[config.mk]
export PLATFORM = sky130hd
export DESIGN_NAME = result_packetizer_flat
export DESIGN_NICKNAME = d
export VERILOG_FILES = /design/src/rtl/result_packetizer_if.sv /design/src/rtl/result_packetizer.sv /design/src/flat_wrapper.sv
export SDC_FILE = /design/constraint.sdc
export NUM_CORES = 1
export LEC_CHECK = 0
export ABC_CLOCK_PERIOD_IN_PS = 9000
export BUFFER_PORTS_ARGS = -buffer_cell sky130_fd_sc_hd__buf_2
export CAP_MARGIN = 10
export CORE_ASPECT_RATIO = 1.2
export CORE_MARGIN = 4
export CORE_UTILIZATION = 32
export CTS_CLUSTER_SIZE = 25
export DETAILED_ROUTE_END_ITERATION = 8
export GPL_ROUTABILITY_DRIVEN = 0
export PLACE_DENSITY = 0.51
export SYNTH_ARGS = -nofsm -noshare
export SYNTH_HDL_FRONTEND = slang
export SYNTH_SLANG_ARGS = --single-unit
[constraint.sdc]
create_clock -name i_clk -period 9 [get_ports i_clk]
set_input_delay 1.8 -clock i_clk [delete_from_list [all_inputs] [get_ports i_clk]]
set_output_delay 1.8 -clock i_clk [all_outputs]
set_load 0.02 [all_outputs]
[src/rtl/result_packetizer_if.sv]
// rtl/result_packetizer_if.sv - start/result/byte-stream bundle of the result packetizer
interface result_packetizer_if #(
    parameter int N_CLASSES = 10,
    parameter int IDX_W     = 4
) ();
    logic                   i_start;
    logic [N_CLASSES*8-1:0] i_logits_flat;
    logic                   o_busy;
    logic                   o_done;
    logic [IDX_W-1:0]       o_class_idx;
    logic                   o_class_valid;
    logic [7:0]             o_tx_data;
    logic                   o_tx_valid;
    logic                   i_tx_ready;

    modport master (
        output i_start, i_logits_flat, i_tx_ready,
        input  o_busy, o_done, o_class_idx, o_class_valid, o_tx_data, o_tx_valid
    );

    modport slave (
        input  i_start, i_logits_flat, i_tx_ready,
        output o_busy, o_done, o_class_idx, o_class_valid, o_tx_data, o_tx_valid
    );
endinterface

[src/rtl/result_packetizer.sv]
// rtl/result_packetizer.sv - signed argmax over captured logits, then framed checksummed byte stream
module result_packetizer #(
    parameter int         N_CLASSES = 10,
    parameter logic [7:0] HEADER    = 8'hA5,
    parameter int         IDX_W     = 4
) (
    input  logic               i_clk,
    input  logic               i_rst,
    result_packetizer_if.slave bus
);
    localparam int                FRAME_LEN    = N_CLASSES + 3;
    localparam int                K_W          = $clog2(FRAME_LEN);
    localparam logic [K_W-1:0]    K_LAST       = K_W'(FRAME_LEN - 1);
    localparam logic [K_W-1:0]    K_CLASS      = K_W'(N_CLASSES + 1);
    localparam logic [K_W-1:0]    K_LOGIT_LAST = K_W'(N_CLASSES);
    localparam logic [IDX_W-1:0]  I_LAST       = IDX_W'(N_CLASSES - 1);

    typedef enum logic [1:0] {S_IDLE, S_ARGMAX, S_SEND, S_DONE} state_t;

    state_t            r_state;
    state_t            w_next;

    logic [7:0]        r_logits [N_CLASSES];
    logic signed [7:0] r_best;
    logic [IDX_W-1:0]  r_best_idx;
    logic [IDX_W-1:0]  r_i;
    logic [IDX_W-1:0]  r_class_idx;
    logic              r_class_valid;
    logic [K_W-1:0]    r_k;
    logic [7:0]        r_csum;

    logic signed [7:0] w_cand;
    logic              w_cand_wins;
    logic [7:0]        w_frame_byte;
    logic              w_accept;
    logic              w_handshake;

    // Strict greater-than keeps the earliest index on ties.
    assign w_accept    = (r_state == S_IDLE) && bus.i_start;
    assign w_handshake = (r_state == S_SEND) && bus.i_tx_ready;
    assign w_cand      = $signed(r_logits[r_i]);
    assign w_cand_wins = w_cand > r_best;

    assign bus.o_class_idx   = r_class_idx;
    assign bus.o_class_valid = r_class_valid;

    // State register; reset aborts any frame in flight.
    always_ff @(posedge i_clk) begin
        if (i_rst) begin
            r_state <= S_IDLE;
        end else begin
            r_state <= w_next;
        end
    end

    // Next state and state-decoded handshake/status outputs.
    always_comb begin
        w_next         = r_state;
        bus.o_busy     = 1'b1;
        bus.o_done     = 1'b0;
        bus.o_tx_valid = 1'b0;
        bus.o_tx_data  = 8'h00;
        case (r_state)
            S_IDLE: begin
                bus.o_busy = 1'b0;
                if (bus.i_start) begin
                    w_next = S_ARGMAX;
                end
            end
            S_ARGMAX: begin
                if (r_i == I_LAST) begin
                    w_next = S_SEND;
                end
            end
            S_SEND: begin
                bus.o_tx_valid = 1'b1;
                bus.o_tx_data  = w_frame_byte;
                if (bus.i_tx_ready && (r_k == K_LAST)) begin
                    w_next = S_DONE;
                end
            end
            S_DONE: begin
                bus.o_done = 1'b1;
                w_next     = S_IDLE;
            end
            default: begin
                w_next = S_IDLE;
            end
        endcase
    end

    // Frame byte selected by the byte counter: header, logits, class, checksum.
    always_comb begin
        w_frame_byte = r_csum;
        if (r_k == '0) begin
            w_frame_byte = HEADER;
        end else if (r_k <= K_LOGIT_LAST) begin
            w_frame_byte = r_logits[r_k - K_W'(1)];
        end else if (r_k == K_CLASS) begin
            w_frame_byte = 8'(r_class_idx);
        end
    end

    // Logit capture, sequential argmax, byte counter and running checksum.
    always_ff @(posedge i_clk) begin
        if (i_rst) begin
            for (int j = 0; j < N_CLASSES; j++) begin
                r_logits[j] <= 8'h00;
            end
            r_best        <= '0;
            r_best_idx    <= '0;
            r_i           <= '0;
            r_class_idx   <= '0;
            r_class_valid <= 1'b0;
            r_k           <= '0;
            r_csum        <= 8'h00;
        end else begin
            if (w_accept) begin
                for (int j = 0; j < N_CLASSES; j++) begin
                    r_logits[j] <= bus.i_logits_flat[j*8 +: 8];
                end
                r_best        <= $signed(bus.i_logits_flat[7:0]);
                r_best_idx    <= '0;
                r_i           <= IDX_W'(1);
                r_class_valid <= 1'b0;
            end
            if (r_state == S_ARGMAX) begin
                if (w_cand_wins) begin
                    r_best     <= w_cand;
                    r_best_idx <= r_i;
                end
                r_i <= r_i + IDX_W'(1);
                if (r_i == I_LAST) begin
                    r_class_idx   <= w_cand_wins ? r_i : r_best_idx;
                    r_class_valid <= 1'b1;
                    r_k           <= '0;
                    r_csum        <= 8'h00;
                end
            end
            if (w_handshake) begin
                r_k <= r_k + K_W'(1);
                if (r_k != K_LAST) begin
                    r_csum <= r_csum ^ w_frame_byte;
                end
            end
        end
    end
endmodule

[src/flat_wrapper.sv]
// flat-port wrapper written by rule: the top's interface ports become plain ports
module result_packetizer_flat 
#(
    parameter int         N_CLASSES = 10,
    parameter logic [7:0] HEADER    = 8'hA5,
    parameter int         IDX_W     = 4
)
  (i_clk, i_rst, bus_i_start, bus_i_logits_flat, bus_i_tx_ready, bus_o_busy, bus_o_done, bus_o_class_idx, bus_o_class_valid, bus_o_tx_data, bus_o_tx_valid);
  result_packetizer_if #(.N_CLASSES(N_CLASSES), .IDX_W(IDX_W)) bus_i ();
  input  logic i_clk;
  input  logic i_rst;
  input wire logic [$bits(bus_i.i_start)-1:0] bus_i_start;
  input wire logic [$bits(bus_i.i_logits_flat)-1:0] bus_i_logits_flat;
  input wire logic [$bits(bus_i.i_tx_ready)-1:0] bus_i_tx_ready;
  output wire logic [$bits(bus_i.o_busy)-1:0] bus_o_busy;
  output wire logic [$bits(bus_i.o_done)-1:0] bus_o_done;
  output wire logic [$bits(bus_i.o_class_idx)-1:0] bus_o_class_idx;
  output wire logic [$bits(bus_i.o_class_valid)-1:0] bus_o_class_valid;
  output wire logic [$bits(bus_i.o_tx_data)-1:0] bus_o_tx_data;
  output wire logic [$bits(bus_i.o_tx_valid)-1:0] bus_o_tx_valid;
  assign bus_i.i_start = bus_i_start;
  assign bus_i.i_logits_flat = bus_i_logits_flat;
  assign bus_i.i_tx_ready = bus_i_tx_ready;
  assign bus_o_busy = bus_i.o_busy;
  assign bus_o_done = bus_i.o_done;
  assign bus_o_class_idx = bus_i.o_class_idx;
  assign bus_o_class_valid = bus_i.o_class_valid;
  assign bus_o_tx_data = bus_i.o_tx_data;
  assign bus_o_tx_valid = bus_i.o_tx_valid;
  result_packetizer #(.N_CLASSES(N_CLASSES), .HEADER(HEADER), .IDX_W(IDX_W)) u_core (.i_clk(i_clk), .i_rst(i_rst), .bus(bus_i));
endmodule
==> results of run 1 <==
[kinds of logic after synthesis]
family	share of synthesized area (%)
buf+inv	3.694
flops	46.99
compound gates	10.49
xor+xnor	0.3695
mux	16.03
simple gates	19.10
fa+ha+maj	3.325
[worst register-to-register path, cell delays in order, from the launching register on]
cell and delay (ns):
dfxtp_1 0.31, buf_4 0.41, mux4_2 0.58, mux2_2 0.29, o21ai_0 0.22, ha_1 0.27
nand4_1 0.09, o21ai_0 0.19, a21oi_1 0.47, nand2_1 0.32, a311oi_1 0.32
[layout make-up]
type	count	area [sq um]
Timing Repair Buffer	102	518.0
Inverter	18	67.56
Clock inverter	14	205.2
Sequential cell	119	3183
Tap cell	270	337.8
Fill cell	2058	12800
Clock buffer	18	429.2
Multi-Input combinational cell	426	3356
[layer usage]
metal	vias up	GRT usage, %	wire length, microns
met5	-	0	0
met4	0	6.743	484
met3	25	3.513	938
met2	164	23.10	7959
met1	2351	20.72	8123
li1	2424	-	-
[Yosys cell counts (7+ instances only)]
library cell,number
mux4_2,27
buf_2,11
nor2_1,31
edfxtp_1,80
a311oi_1,11
nor3_1,9
inv_1,18
nor2b_1,9
a21oi_1,16
and2_1,84
o21ai_0,11
nand4_1,7
ha_1,18
mux2i_1,41
clkbuf_1,24
nand3b_1,7
dfxtp_1,39
nand3_1,22
nand2_1,42
[metrics by stage]
step | setup WS [ns] | utilization, % | hold slack (ns) | instance area [sq um] | std cells
floorplan | 4.216 | - | 0.4527 | 6774 | 604
global placement | 4.276 | 35.70 | 0.4656 | 7462 | 935
detailed placement | 4.207 | 35.70 | 0.4733 | 7462 | 935
CTS | 3.743 | 38.74 | 0.4842 | 8097 | 967
global route | 3.544 | 38.74 | 0.5157 | 8097 | 967
finish | 3.772 | 38.74 | 0.4906 | 8097 | 967
[registers in the layout (all words and copies together), names as in the netlist, named ones only]
signal,cells
u_core.bus.o_class_idx,4
u_core.r_state,2
u_core.r_csum,8
u_core.r_best,8
u_core.r_logits,80
u_core.r_k,4
u_core.bus.o_class_valid,1
u_core.r_best_idx,4
u_core.r_i,4
[power by group]
part	total, uW	switching (uW)	leakage (uW)	internal, uW
logic	754	448	0.00164	306
clock network	733	245	0.000305	488
registers	811	79.7	0.00118	731
total	2300	772	0.00313	1530
[how the worst min path moves through the flow]
stage / start / end / slack [ns] / depth (start not counted)
finish: u_core.r_best[3] / u_core.r_best[3] / 0.49 / 2
global route: u_core.bus.o_class_idx[2] / u_core.bus.o_class_idx[2] / 0.52 / 2
CTS: u_core.bus.o_class_idx[2] / u_core.bus.o_class_idx[2] / 0.48 / 2
detailed placement: u_core.bus.o_class_idx[2] / u_core.bus.o_class_idx[2] / 0.47 / 2
global placement: u_core.r_best_idx[3] / u_core.bus.o_class_idx[3] / 0.47 / 1
floorplan: u_core.r_best_idx[3] / u_core.bus.o_class_idx[3] / 0.45 / 1
==> results_dict.tcl, run 1 <==
set metrics [dict create \
    initial_core_util_pct 32.41 \
    ys_types 62 \
    async_reset_ff_share_pct 0 \
    relSlewSlack_pct 28.69 \
    finalCriticalPeriod_ns 5.228 \
    clkSinkCount 119 \
    cts_hold_buf 0 \
    fp.dieW_microns 140.8 \
    antenna_found_initial 0 \
    first_pass_iters 5 \
    clk_pin_slew_ns 0.05 \
    syn_nets 706 \
    startpoint "u_core.r_k[1]" \
    io_buffers 99 \
    drive_gt1_share_pct 24.82 \
    yosys.area.top_type "edfxtp_1" \
    arrival_ns 3.43 \
    drt_iter0_drc 412 \
    critPathTopFamily "XOR/XNOR gates" \
    slowest_delay_ns 0.77 \
    r2r_cells 10 \
    final_max_slew_viol_count 0 \
    antenna_cells 0 \
    p_leak_uw 0.003127 \
    synth_area_per_cell_sq_um 11.22 \
    clock.fmax_mhz 191.3 \
    area_delta_synth_final_pct 19.52 \
    h-tree-depth 4 \
    status "finished clean" \
    vias 4964 \
    final.setup_skew_ns 0.01151 \
    fp.dieArea_sq_um 23570 \
    path_cells "inv_1, ha_1, xor2_2, mux4_2, a211oi_2, nand2b_1, a21boi_0, buf_2" \
    ant_nets 0 \
    tightestPinTransition_ns 1.070 \
    r2r_slack_ns 5.42 \
    core_area_sq_um 20900 \
    grt_setup_unrepaired "false" \
    hp-class "reg2reg" \
    period_share_pct 58.09 \
    ys_ff_latch 119 \
    totalWireLength_mm 17.51 \
    grt_max_degree 81 \
    slowest_stage "xor2_2" \
    synth_edf_count 80 \
    nNetsFinal 786 \
    required_ns 7.20 \
    grt_first_pass_wirelength_mm 28.07 \
    critPathMaxFanout 14 \
    dp_hpwl_mm 13.03 \
    power_uw 2298 \
    hold_viol 0 \
    grtUsageTotal_pct 15.20 \
    cts_buffers 17 \
    synth-seq-area-share_pct 46.99 \
    criticalPathCategory "reg2out" \
    syn_area_sq_um 6774 \
    start_kind "flip-flop" \
    grt_pass1_vias 5120 \
    clock_latency_ns 0.42 \
    worst-path-stages 8 \
    boundaryPins 100 \
    cts_tree "done" \
    fp-row-count 58 \
    grt_overflow 0 \
    drc 0 \
    synth_top_area_share_pct 35.46 \
    drv_cap 0 \
    crit_end "bus_o_tx_data[7]" \
    endpoint_kind "primary output" \
    crit_buf_inv 2 \
    wl_per_cell_microns 18.10 \
    ys_top_cells_by_area "edfxtp_1 35%, dfxtp_1 12%, mux4_2 9.0%" \
    viasPerCell 5.133 \
    ir_drop_mv 0.1425 \
    final_cell_mix "99 x buf_2, 84 x and2_1, 80 x edfxtp_1, 42 x nand2_1, 41 x mux2i_1" \
    root_buffer "clkbuf_16" \
    cts_resized 0 \
    post_cts_buffers 0 \
    tns_ns 0 \
    power_density_nw_per_um2 283.8 \
    setup_viol 0 \
    cts_buffer_depth 2 \
    synth-main-ff-cell "edfxtp_1" \
    synth_cells 604 \
    final_common_cell "buf_2" \
    die_y_microns 167.4 \
    synth.yosys.warnings 0 \
    r2r-end "u_core.r_best[1]" \
]
Note: power is estimated with default switching activity, not from simulation.
==> inputs of run 2 (changes only) <==
--- a/config.mk
+++ b/config.mk
@@ -5,7 +5,7 @@
 export SDC_FILE = /design/constraint.sdc
 export NUM_CORES = 1
 export LEC_CHECK = 0
-export ABC_CLOCK_PERIOD_IN_PS = 9000
+export ABC_CLOCK_PERIOD_IN_PS = 5400
 export BUFFER_PORTS_ARGS = -buffer_cell sky130_fd_sc_hd__buf_2
 export CAP_MARGIN = 10
 export CORE_ASPECT_RATIO = 1.2
==> constraint.sdc (replaced) <==
create_clock -name i_clk -period 5.4 [get_ports i_clk]
set_input_delay 1.08 -clock i_clk [delete_from_list [all_inputs] [get_ports i_clk]]
set_output_delay 1.08 -clock i_clk [all_outputs]
set_load 0.02 [all_outputs]
==> run 2 against run 1 <==
Against the previous run:
- combinational power is 66% higher
- highest routed layer unchanged
- utilization is 0.25 points lower
- clock power rose by 49%
- register-to-register slack worse by 3.8 ns
- largest cell class unchanged
- non-clock buffer count rose by 2
- power increased by 62%
- die area unchanged
- final cell count up 0.21%
- routed wire length grew 2.5%
- flip-flop and latch count did not move
==> results_dict.tcl, run 2 (synthesized netlist as in run 1, its figures left out) <==
set metrics [dict create \
    status "finished clean" \
    drt_iter0_drc 509 \
    final_common_cell "buf_2" \
    critPathMaxFanout 15 \
    fillCellCount 2056 \
    multi_input_area_sq_um 3356 \
    relSlewSlack_pct 29.46 \
    arrival_ns 3.44 \
    clk_pin_slew_ns 0.05 \
    seqPwrFrac_pct 37.0 \
    grt_first_pass_wirelength_mm 28.51 \
    root_buffer "clkbuf_16" \
    grt_pass1_vias 5270 \
    endpoint_kind "primary output" \
    post_cts_buffers 0 \
    hp-class "reg2reg" \
    hold_viol 0 \
    whs_path_depth 1 \
    ir_drop_mv 0.2450 \
    final_cell_mix "99 x buf_2, 84 x and2_1, 80 x edfxtp_1, 42 x nand2_1, 41 x mux2i_1" \
    grt_max_degree 81 \
    ant_nets 0 \
    largest_register "u_core.r_logits" \
    grtUsageTotal_pct 15.39 \
    cts_buffers 17 \
    switching_power_uw 1282 \
    place_area_sq_um 7477 \
    fp-row-count 58 \
    tightestPinTransition_ns 1.058 \
    io_buffers 99 \
    clkSinkCount 119 \
    antenna_found_initial 0 \
    grt_overflow 0 \
    core_area_sq_um 20900 \
    fp.dieW_microns 140.8 \
    p_sw_share_pct 34.52 \
    cts_buffer_depth 2 \
    final_max_slew_viol_count 0 \
    pwr-share-clk_pct 29.4 \
    die_y_microns 167.4 \
    viasPerCell 5.245 \
    tns_ns 0 \
    required_ns 4.32 \
    r2r_slack_ns 1.66 \
    power_density_nw_per_um2 461.5 \
    dp_hpwl_mm 13.54 \
    h-tree-depth 4 \
    nNetsFinal 788 \
    grt_setup_unrepaired "false" \
    start_kind "flip-flop" \
    cell_internal_pwr_uw 2431 \
    clock_latency_ns 0.42 \
    reg_top3 "u_core.r_logits: 80 flops, u_core.r_best: 8 flops, u_core.r_csum: 8 flops" \
    period_share_pct 83.68 \
    setup_viol 0 \
    cts_resized 0 \
    finalInstanceArea_sq_um 8045 \
    drv_cap 0 \
    initial_core_util_pct 32.41 \
    p_comb_share_pct 33.6 \
    largest_reg_flops 80 \
    cts_hold_buf 0 \
    cts_tree "done" \
    drc 0 \
    final.setup_skew_ns 0.008323 \
    fp.dieArea_sq_um 23570 \
    drive_gt1_share_pct 24.89 \
    wl_per_cell_microns 18.52 \
    regArea_sq_um 3183 \
    r2r_cells 10 \
    antenna_cells 0 \
    first_pass_iters 5 \
    boundaryPins 100 \
    p_leak_uw 0.003117 \
    clock.fmax_mhz 221.3 \
    fin_util_pct 38.49 \
    vias 5082 \
    criticalPathCategory "reg2out" \
    finalCriticalPeriod_ns 4.519 \
    area_delta_synth_final_pct 18.77 \
    totalWireLength_mm 17.95 \
]
-- run 2: cell count changes in the layout (fill, tap and decap cells not counted) --
cell,change
clkinv_1,-1
clkinvlp_4,-2
clkinv_2,+2
clkbuf_1,+2
inv_6,-1
inv_4,+1
clkbuf_8,+2
buf_4,+2
bufinv_16,-3
-- run 2: final timing paths --
path,start,endpoint
hold reg to reg,u_core.r_best_idx[3],u_core.bus.o_class_idx[3]
setup reg to reg,flip-flop,u_core.r_best[0]
hold / removal,u_core.r_best_idx[3],u_core.bus.o_class_idx[3]
setup / recovery,u_core.r_k[0],bus_o_tx_data[7]
-- run 2: per-layer routing --
| metal | GRT usage [%] | share of wire (%) | vias to the layer above | wire, microns |
|---|---|---|---|---|
| li1 | - | - | 2423 | - |
| met1 | 20.59 | 46 | 2451 | 8222 |
| met2 | 23.75 | 46 | 170 | 8284 |
| met3 | 3.542 | 4.8 | 38 | 867 |
| met4 | 6.995 | 3.2 | 0 | 574 |
| met5 | 0 | 0 | - | 0 |
-- run 2: power groups by stage --
stage	Sequential [uW]	Combinational, uW	Clock (uW)
after floorplan	1310	963	0
after global placement	1390	1230	0
after detailed placement	1390	1250	0
after CTS	1370	1250	1110
after global routing	1390	1380	1150
final	1370	1250	1090
-- run 2: layout make-up --
class	instances	area share (%)
timing repair buffer	104	6.625
tap	270	4.199
clock inverter	10	1.291
inverter	18	0.8398
multi-input combinational	426	41.71
sequential	119	39.56
clock buffer	22	5.770
-- run 2: metrics by stage --
step           power, uW  hold slack [ns]  cells  setup slack, ns
6_report            3713           0.4842    969           0.8811
5_1_grt             3925           0.5117    969           0.5807
4_1_cts             3737           0.4858    969           0.8301
3_5_place_dp        2639           0.4756    937            1.317
3_3_place_gp        2613           0.4730    937            1.378
2_1_floorplan       2269           0.4527    604            1.336
-- run 2: worst max-delay path, stage by stage (launching register included) --
cell      delay (ns)
dfxtp_1         0.69
inv_1           0.24
ha_1            0.38
xor2_2          0.17
buf_4           0.25
mux4_2          0.53
a211oi_2        0.38
nand2b_1        0.15
a21boi_0        0.07
buf_2           0.17
